==> config.mk <==
export PLATFORM = sky130hd
export DESIGN_NAME = sp_ram_arbiter_flat
export DESIGN_NICKNAME = d
export VERILOG_FILES = /design/src/rtl/sp_ram_arbiter_pkg.sv /design/src/rtl/sp_ram_arbiter_if.sv /design/src/rtl/sp_ram_rr_pick.sv /design/src/rtl/sp_ram_arbiter.sv /design/src/flat_wrapper.sv
export SDC_FILE = /design/constraint.sdc
export NUM_CORES = 1
export LEC_CHECK = 0
export CAP_MARGIN = 10
export CORE_MARGIN = 3
export CORE_UTILIZATION = 31
export DETAILED_ROUTE_END_ITERATION = 6
export PLACE_DENSITY = 0.9
export SYNTH_ARGS = -nofsm -noshare
export SYNTH_HDL_FRONTEND = slang
export SYNTH_SLANG_ARGS = --single-unit
==> constraint.sdc <==
create_clock -name clk -period 5.95 [get_ports clk]
set_input_delay 1.19 -clock clk [delete_from_list [all_inputs] [get_ports clk]]
set_output_delay 1.19 -clock clk [all_outputs]
set_load 0.01 [all_outputs]
==> src/rtl/sp_ram_arbiter_pkg.sv <==
// Shared types and default sizing for the single-port RAM arbiter.
// Holds the arbiter FSM state encoding used by the top and the testbench.
package sp_ram_arbiter_pkg;

    typedef enum logic [0:0] {
        ARB  = 1'b0,
        HOLD = 1'b1
    } arb_state_e;

    localparam int unsigned DEF_NUM_REQ    = 4;
    localparam int unsigned DEF_DATA_WIDTH = 16;
    localparam int unsigned DEF_ADDR_WIDTH = 3;
    localparam int unsigned DEF_MAX_HOLD   = 4;

    // Index width that stays legal for a single requester
    function automatic int unsigned idx_width(input int unsigned n);
        return (n > 1) ? $clog2(n) : 1;
    endfunction

endpackage

==> src/rtl/sp_ram_arbiter_if.sv <==
// Requester command/response bus plus the RAM port of the arbiter.
// slave = arbiter side, master = requesters/RAM side.
interface sp_ram_arbiter_if
    import sp_ram_arbiter_pkg::*;
#(
    parameter int unsigned NUM_REQ    = DEF_NUM_REQ,
    parameter int unsigned DATA_WIDTH = DEF_DATA_WIDTH,
    parameter int unsigned ADDR_WIDTH = DEF_ADDR_WIDTH
);
    logic [NUM_REQ-1:0]            req_valid;
    logic [NUM_REQ-1:0]            req_wr;
    logic [NUM_REQ-1:0]            req_lock;
    logic [NUM_REQ*ADDR_WIDTH-1:0] req_addr;
    logic [NUM_REQ*DATA_WIDTH-1:0] req_wdata;
    logic [NUM_REQ-1:0]            req_ready;
    logic [NUM_REQ-1:0]            resp_valid;
    logic [DATA_WIDTH-1:0]         resp_data;
    logic                          ram_en;
    logic                          ram_wr;
    logic [ADDR_WIDTH-1:0]         ram_addr;
    logic [DATA_WIDTH-1:0]         ram_wdata;
    logic [DATA_WIDTH-1:0]         ram_rdata;

    modport slave (
        input  req_valid, req_wr, req_lock, req_addr, req_wdata, ram_rdata,
        output req_ready, resp_valid, resp_data,
        output ram_en, ram_wr, ram_addr, ram_wdata
    );

    modport master (
        output req_valid, req_wr, req_lock, req_addr, req_wdata, ram_rdata,
        input  req_ready, resp_valid, resp_data,
        input  ram_en, ram_wr, ram_addr, ram_wdata
    );

endinterface

==> src/rtl/sp_ram_rr_pick.sv <==
// Combinational rotating-priority selector: the first requester after
// last_grant (wrapping) wins; output is one-hot or all-zero.
module sp_ram_rr_pick
    import sp_ram_arbiter_pkg::*;
#(
    parameter int unsigned NUM_REQ = DEF_NUM_REQ,
    parameter int unsigned LGW     = idx_width(DEF_NUM_REQ)
) (
    input  logic [NUM_REQ-1:0] req,
    input  logic [LGW-1:0]     last_grant,
    output logic [NUM_REQ-1:0] grant
);

    logic [LGW-1:0] idx;
    logic           found;

    always_comb begin
        grant = '0;
        found = 1'b0;
        idx   = '0;
        for (int unsigned i = 1; i <= NUM_REQ; i++) begin
            idx = LGW'((32'(last_grant) + i) % NUM_REQ);
            if (!found && req[idx]) begin
                grant[idx] = 1'b1;
                found      = 1'b1;
            end
        end
    end

endmodule

==> src/rtl/sp_ram_arbiter.sv <==
// Arbiter sharing one single-port RAM between NUM_REQ requesters:
// round-robin with optional bounded lock, 1-cycle read response pipeline.
module sp_ram_arbiter
    import sp_ram_arbiter_pkg::*;
#(
    parameter int unsigned NUM_REQ    = DEF_NUM_REQ,
    parameter int unsigned DATA_WIDTH = DEF_DATA_WIDTH,
    parameter int unsigned ADDR_WIDTH = DEF_ADDR_WIDTH,
    parameter int unsigned MAX_HOLD   = DEF_MAX_HOLD
) (
    input  logic            clk,
    input  logic            rst,
    sp_ram_arbiter_if.slave bus
);

    localparam int unsigned LGW = idx_width(NUM_REQ);
    localparam int unsigned CW  = $clog2(MAX_HOLD + 1);

    arb_state_e         state_q, state_d;
    logic [LGW-1:0]     last_grant_q;
    logic [CW-1:0]      hold_cnt_q, hold_cnt_d;
    logic [NUM_REQ-1:0] pick_gnt;
    logic [NUM_REQ-1:0] grant;
    logic [LGW-1:0]     gnt_idx;
    logic               hs;
    logic               lock_hs;
    logic [NUM_REQ-1:0] resp_valid_q;

    sp_ram_rr_pick #(
        .NUM_REQ (NUM_REQ),
        .LGW     (LGW)
    ) u_pick (
        .req        (bus.req_valid),
        .last_grant (last_grant_q),
        .grant      (pick_gnt)
    );

    // In HOLD the owner is always last_grant; a missing owner request yields no grant.
    always_comb begin
        grant = '0;
        if (!rst) begin
            if (state_q == ARB) begin
                grant = pick_gnt;
            end else if (bus.req_valid[last_grant_q]) begin
                grant[last_grant_q] = 1'b1;
            end
        end
    end

    always_comb begin
        gnt_idx = '0;
        for (int unsigned i = 0; i < NUM_REQ; i++) begin
            if (grant[i]) gnt_idx = LGW'(i);
        end
    end

    assign hs      = |grant;
    assign lock_hs = hs && bus.req_lock[gnt_idx];

    always_comb begin
        state_d    = state_q;
        hold_cnt_d = hold_cnt_q;
        unique case (state_q)
            ARB: begin
                if (lock_hs && (MAX_HOLD > 1)) begin
                    state_d    = HOLD;
                    hold_cnt_d = CW'(1);
                end
            end
            HOLD: begin
                if (!lock_hs || (hold_cnt_q == CW'(MAX_HOLD - 1))) begin
                    state_d    = ARB;
                    hold_cnt_d = '0;
                end else begin
                    hold_cnt_d = hold_cnt_q + CW'(1);
                end
            end
            default: begin
                state_d    = ARB;
                hold_cnt_d = '0;
            end
        endcase
    end

    always_ff @(posedge clk or posedge rst) begin
        if (rst) begin
            state_q      <= ARB;
            hold_cnt_q   <= '0;
            last_grant_q <= LGW'(NUM_REQ - 1);
        end else begin
            state_q    <= state_d;
            hold_cnt_q <= hold_cnt_d;
            if (hs) last_grant_q <= gnt_idx;
        end
    end

    always_ff @(posedge clk or posedge rst) begin
        if (rst) resp_valid_q <= '0;
        else     resp_valid_q <= grant & ~bus.req_wr;
    end

    assign bus.req_ready  = grant;
    assign bus.ram_en     = hs;
    assign bus.ram_wr     = hs & bus.req_wr[gnt_idx];
    assign bus.ram_addr   = hs ? bus.req_addr[gnt_idx*ADDR_WIDTH +: ADDR_WIDTH] : '0;
    assign bus.ram_wdata  = hs ? bus.req_wdata[gnt_idx*DATA_WIDTH +: DATA_WIDTH] : '0;
    assign bus.resp_valid = resp_valid_q;
    assign bus.resp_data  = (|resp_valid_q) ? bus.ram_rdata : '0;

    a_grant_onehot : assert property (@(posedge clk) disable iff (rst) $onehot0(grant));
    a_grant_valid  : assert property (@(posedge clk) disable iff (rst) (grant & ~bus.req_valid) == '0);

endmodule

==> src/flat_wrapper.sv <==
// flat-port wrapper written by rule: the top's interface ports become plain ports
module sp_ram_arbiter_flat import sp_ram_arbiter_pkg::*;
#(
    parameter int unsigned NUM_REQ    = DEF_NUM_REQ,
    parameter int unsigned DATA_WIDTH = DEF_DATA_WIDTH,
    parameter int unsigned ADDR_WIDTH = DEF_ADDR_WIDTH,
    parameter int unsigned MAX_HOLD   = DEF_MAX_HOLD
)
  (clk, rst, bus_req_valid, bus_req_wr, bus_req_lock, bus_req_addr, bus_req_wdata, bus_ram_rdata, bus_req_ready, bus_resp_valid, bus_resp_data, bus_ram_en, bus_ram_wr, bus_ram_addr, bus_ram_wdata);
  sp_ram_arbiter_if #(.NUM_REQ(NUM_REQ), .DATA_WIDTH(DATA_WIDTH), .ADDR_WIDTH(ADDR_WIDTH)) bus_i ();
  input  logic clk;
  input  logic rst;
  input wire logic [$bits(bus_i.req_valid)-1:0] bus_req_valid;
  input wire logic [$bits(bus_i.req_wr)-1:0] bus_req_wr;
  input wire logic [$bits(bus_i.req_lock)-1:0] bus_req_lock;
  input wire logic [$bits(bus_i.req_addr)-1:0] bus_req_addr;
  input wire logic [$bits(bus_i.req_wdata)-1:0] bus_req_wdata;
  input wire logic [$bits(bus_i.ram_rdata)-1:0] bus_ram_rdata;
  output wire logic [$bits(bus_i.req_ready)-1:0] bus_req_ready;
  output wire logic [$bits(bus_i.resp_valid)-1:0] bus_resp_valid;
  output wire logic [$bits(bus_i.resp_data)-1:0] bus_resp_data;
  output wire logic [$bits(bus_i.ram_en)-1:0] bus_ram_en;
  output wire logic [$bits(bus_i.ram_wr)-1:0] bus_ram_wr;
  output wire logic [$bits(bus_i.ram_addr)-1:0] bus_ram_addr;
  output wire logic [$bits(bus_i.ram_wdata)-1:0] bus_ram_wdata;
  assign bus_i.req_valid = bus_req_valid;
  assign bus_i.req_wr = bus_req_wr;
  assign bus_i.req_lock = bus_req_lock;
  assign bus_i.req_addr = bus_req_addr;
  assign bus_i.req_wdata = bus_req_wdata;
  assign bus_i.ram_rdata = bus_ram_rdata;
  assign bus_req_ready = bus_i.req_ready;
  assign bus_resp_valid = bus_i.resp_valid;
  assign bus_resp_data = bus_i.resp_data;
  assign bus_ram_en = bus_i.ram_en;
  assign bus_ram_wr = bus_i.ram_wr;
  assign bus_ram_addr = bus_i.ram_addr;
  assign bus_ram_wdata = bus_i.ram_wdata;
  sp_ram_arbiter #(.NUM_REQ(NUM_REQ), .DATA_WIDTH(DATA_WIDTH), .ADDR_WIDTH(ADDR_WIDTH), .MAX_HOLD(MAX_HOLD)) u_core (.clk(clk), .rst(rst), .bus(bus_i));
endmodule
==> results.cfg <==
[grt]
grt_overflow_total = 0
antenna_found_initial = 0
grt_pass1_wl_um = 10100
grtUsageTotal = 0.201
grt_pass1_vias = 2195
grt_start_max_net_pins = 44

[floorplan]
start_util = 0.334
dieHeight_um = 78.8
core_mm2 = 0.00491
rows = 25
ios = 151
die_x_um = 78.8
die_area_mm2 = 0.00620

[pwr]
powerDensity_mw_per_mm2 = 529
power_leakage_nw = 1.32
max-vdd-ir-drop_mv = 0.276

[critical_path]
worst_path_max_delay_cell = mux4_2
cpMostUsedCell = clkdlybuf4s50_1
r2r-end = u_core.hold_cnt_q[1]
reg2reg_from = u_core.last_grant_q[0]
required_ns = 4.76
worstPathCellList = clkdlybuf4s50_1 -> mux4_2 -> nor4b_4 -> a22oi_1 -> a221oi_4 -> buf_12 -> mux2i_1 -> a211o_1 -> a21oi_1 -> clkdlybuf4s50_1
critical_path_arrival_ns = 4.61
ff2ff_setup_slack_ns = 2.05
worst-path-max-fanout = 25
slowest_delay_ns = 0.62
crit_path_end_kind = output port
startpoint_type = input port
ff2ff_path_depth = 10
critPathKind = in2out

[yosys]
syn_area_mm2 = 0.00164
synth-seq-area-share = 0.154
syn_inst = 209
synthArstFlopShare = 1.00
synth_warnings = 0
avgSynthCellArea_um2 = 7.85
ys_seq_elements = 10
syn_nets = 325
synth_cell_types = 36
synth-edff-count = 0
ys_dominant_reg_cell = dfrtp_1

[finish]
seqCellArea_um2 = 253
final_cell_mix = clkdlybuf4s50_1, nand2_1, mux2i_1
drive_gt1_frac = 0.0708
area_growth_pct = 104
final_common_cell = clkdlybuf4s50_1
final_core_util = 0.683
fin_nets = 470
n_antenna_cell = 0
multi_input_area_mm2 = 0.00134
fillers = 401

[min_path]
hp-class = reg2reg
worstHoldEndpoint = u_core.hold_cnt_q[0]
min-delay-start = u_core.hold_cnt_q[0]
whs_path_depth = 1

[route]
antenna_left = 0
wl_per_cell_um = 15.5
finalWirelength_um = 6500
viasPerCell = 5.07
first_iter_violations = 36
dr.pass1.iters = 4
vias = 2128
drc_errors = 0

[sta]
hold_viol_final = 0
worstMarginPinSlew_ns = 0.538
slew_headroom = 0.641
period_needed_ns = 5.80
maxSlewViolCount = 0
setup_tns_ns = 0
finalCritPeriodShare = 0.975
fin_skew_ns = 0.00312
setup_viol = 0
fmax_ghz = 0.172
rsz0062_at_grt = false

[run]
max_cap_viol_count = 0

[place]
port_buffers = 150
post-dp-hpwl_um = 5320
place_congestion = 0.803

[clock_network]
cts.hold.buffers_added = 0
clock_latency_ns = 0.24
cts_tree = yes
path_clk_slew_ns = 0.04
clockBufferDepth = 2
cts.sinks = 10
numCtsBuffers = 3
cts_root_buffer = clkbuf_8
htree_levels = 1
cts_setup_buffers = 0

[outcome]
status = finished, final reports clean
-- final cells by class --
type | count | area share
repair buffers | 156 | 0.476
multi-input cells | 176 | 0.399
inverters | 7 | 0.00784
clock buffers | 4 | 0.0164
well taps | 67 | 0.0250
flip-flops and latches | 10 | 0.0754
-- critical path: cells and delay by family --
kind / cells / cell delay [ns]
buffers and inverters: 3 / 1.29
AO/OA/AOI/OAI: 4 / 1.04
multiplexers: 2 / 0.72
AND/OR/NAND/NOR: 1 / 0.37
-- state kept, by name (all words and copies together) (netlist names) --
| register | count |
|---|---|
| u_core.bus.resp_valid | 4 |
| u_core.state_q | 1 |
| u_core.hold_cnt_q | 3 |
| u_core.last_grant_q | 2 |
-- how the worst max path moves through the flow --
stage | from | to | slack, ns | depth (start not counted)
after detailed placement | bus_req_valid[2] | bus_ram_wdata[7] | 0.14 | 10
after global placement | bus_req_valid[2] | bus_ram_wdata[7] | 0.26 | 10
final | bus_req_valid[2] | bus_ram_wdata[7] | 0.15 | 10
after CTS | bus_req_valid[2] | bus_ram_wdata[7] | 0.13 | 10
after global routing | bus_req_valid[2] | bus_ram_wdata[7] | 0.04 | 10
after floorplan | bus_req_valid[2] | bus_ram_wdata[0] | 1.17 | 8
-- routing by layer --
layer	vias to the layer above	routed length, um	track usage	share of wire
met2	84	3400	0.372	0.52
met5	-	0	0	0
met3	17	513	0.0646	0.079
met4	0	197	0.0699	0.030
li1	1045	-	-	-
met1	982	2390	0.213	0.37
-- cell families (layout without fill, tap and decap cells) --
group,after synthesis,in the layout,synth area share
adder cells (fa/ha/maj),10,10,0.0762
AO/OA/AOI/OAI,60,60,0.283
AND/OR/NAND/NOR,79,79,0.234
flip-flops,10,10,0.154
buffers and inverters,23,167,0.0579
multiplexers,27,27,0.195
-- synth_stat cells, types with 2 or more instances --
| cell type | number | area, um^2 |
|---|---|---|
| nand2_1 | 26 | 97.6 |
| mux2i_1 | 23 | 230 |
| a21oi_1 | 22 | 110 |
| nor2_1 | 22 | 82.6 |
| nor2b_1 | 21 | 131 |
| a211o_1 | 20 | 175 |
| clkbuf_1 | 13 | 48.8 |
| ha_1 | 10 | 125 |
| dfrtp_1 | 8 | 200 |
| inv_1 | 6 | 22.5 |
| mux4_2 | 4 | 90.1 |
| a221oi_1 | 3 | 26.3 |
| a21boi_0 | 2 | 15.0 |
| buf_4 | 2 | 15.0 |
| dfstp_2 | 2 | 52.6 |
| nand2b_1 | 2 | 12.5 |
| nand3b_1 | 2 | 15.0 |
| nor3_1 | 2 | 10.0 |
| nor4_1 | 2 | 12.5 |
-- per-stage QoR --
stage / setup slack, ns / cell area (um^2) / hold slack [ns] / power, mW / instances
final: 0.146 / 3350 / 0.531 / 1.77 / 420
after global routing: 0.0440 / 3350 / 0.570 / 1.90 / 420
after CTS: 0.126 / 3330 / 0.536 / 1.77 / 419
after detailed placement: 0.143 / 3280 / 0.526 / 1.68 / 415
after global placement: 0.260 / 3280 / 0.500 / 1.65 / 415
after floorplan: 1.17 / 1640 / 0.487 / 0.944 / 209
-- repair_timing --
item | CTS | global route
setup endpoints to repair | 0 | 1
gates resized for setup | 0 | 2
endpoints found under the hold margin | 0 | 0
-- power by group --
group / leakage, nW / internal (mW) / total (mW) / switching (mW)
Combinational: 1.16 / 0.830 / 1.55 / 0.719
Clock: 0.0288 / 0.0582 / 0.0848 / 0.0267
Sequential: 0.127 / 0.0986 / 0.141 / 0.0421
No activity file was read; power rests on OpenSTA's default activity.
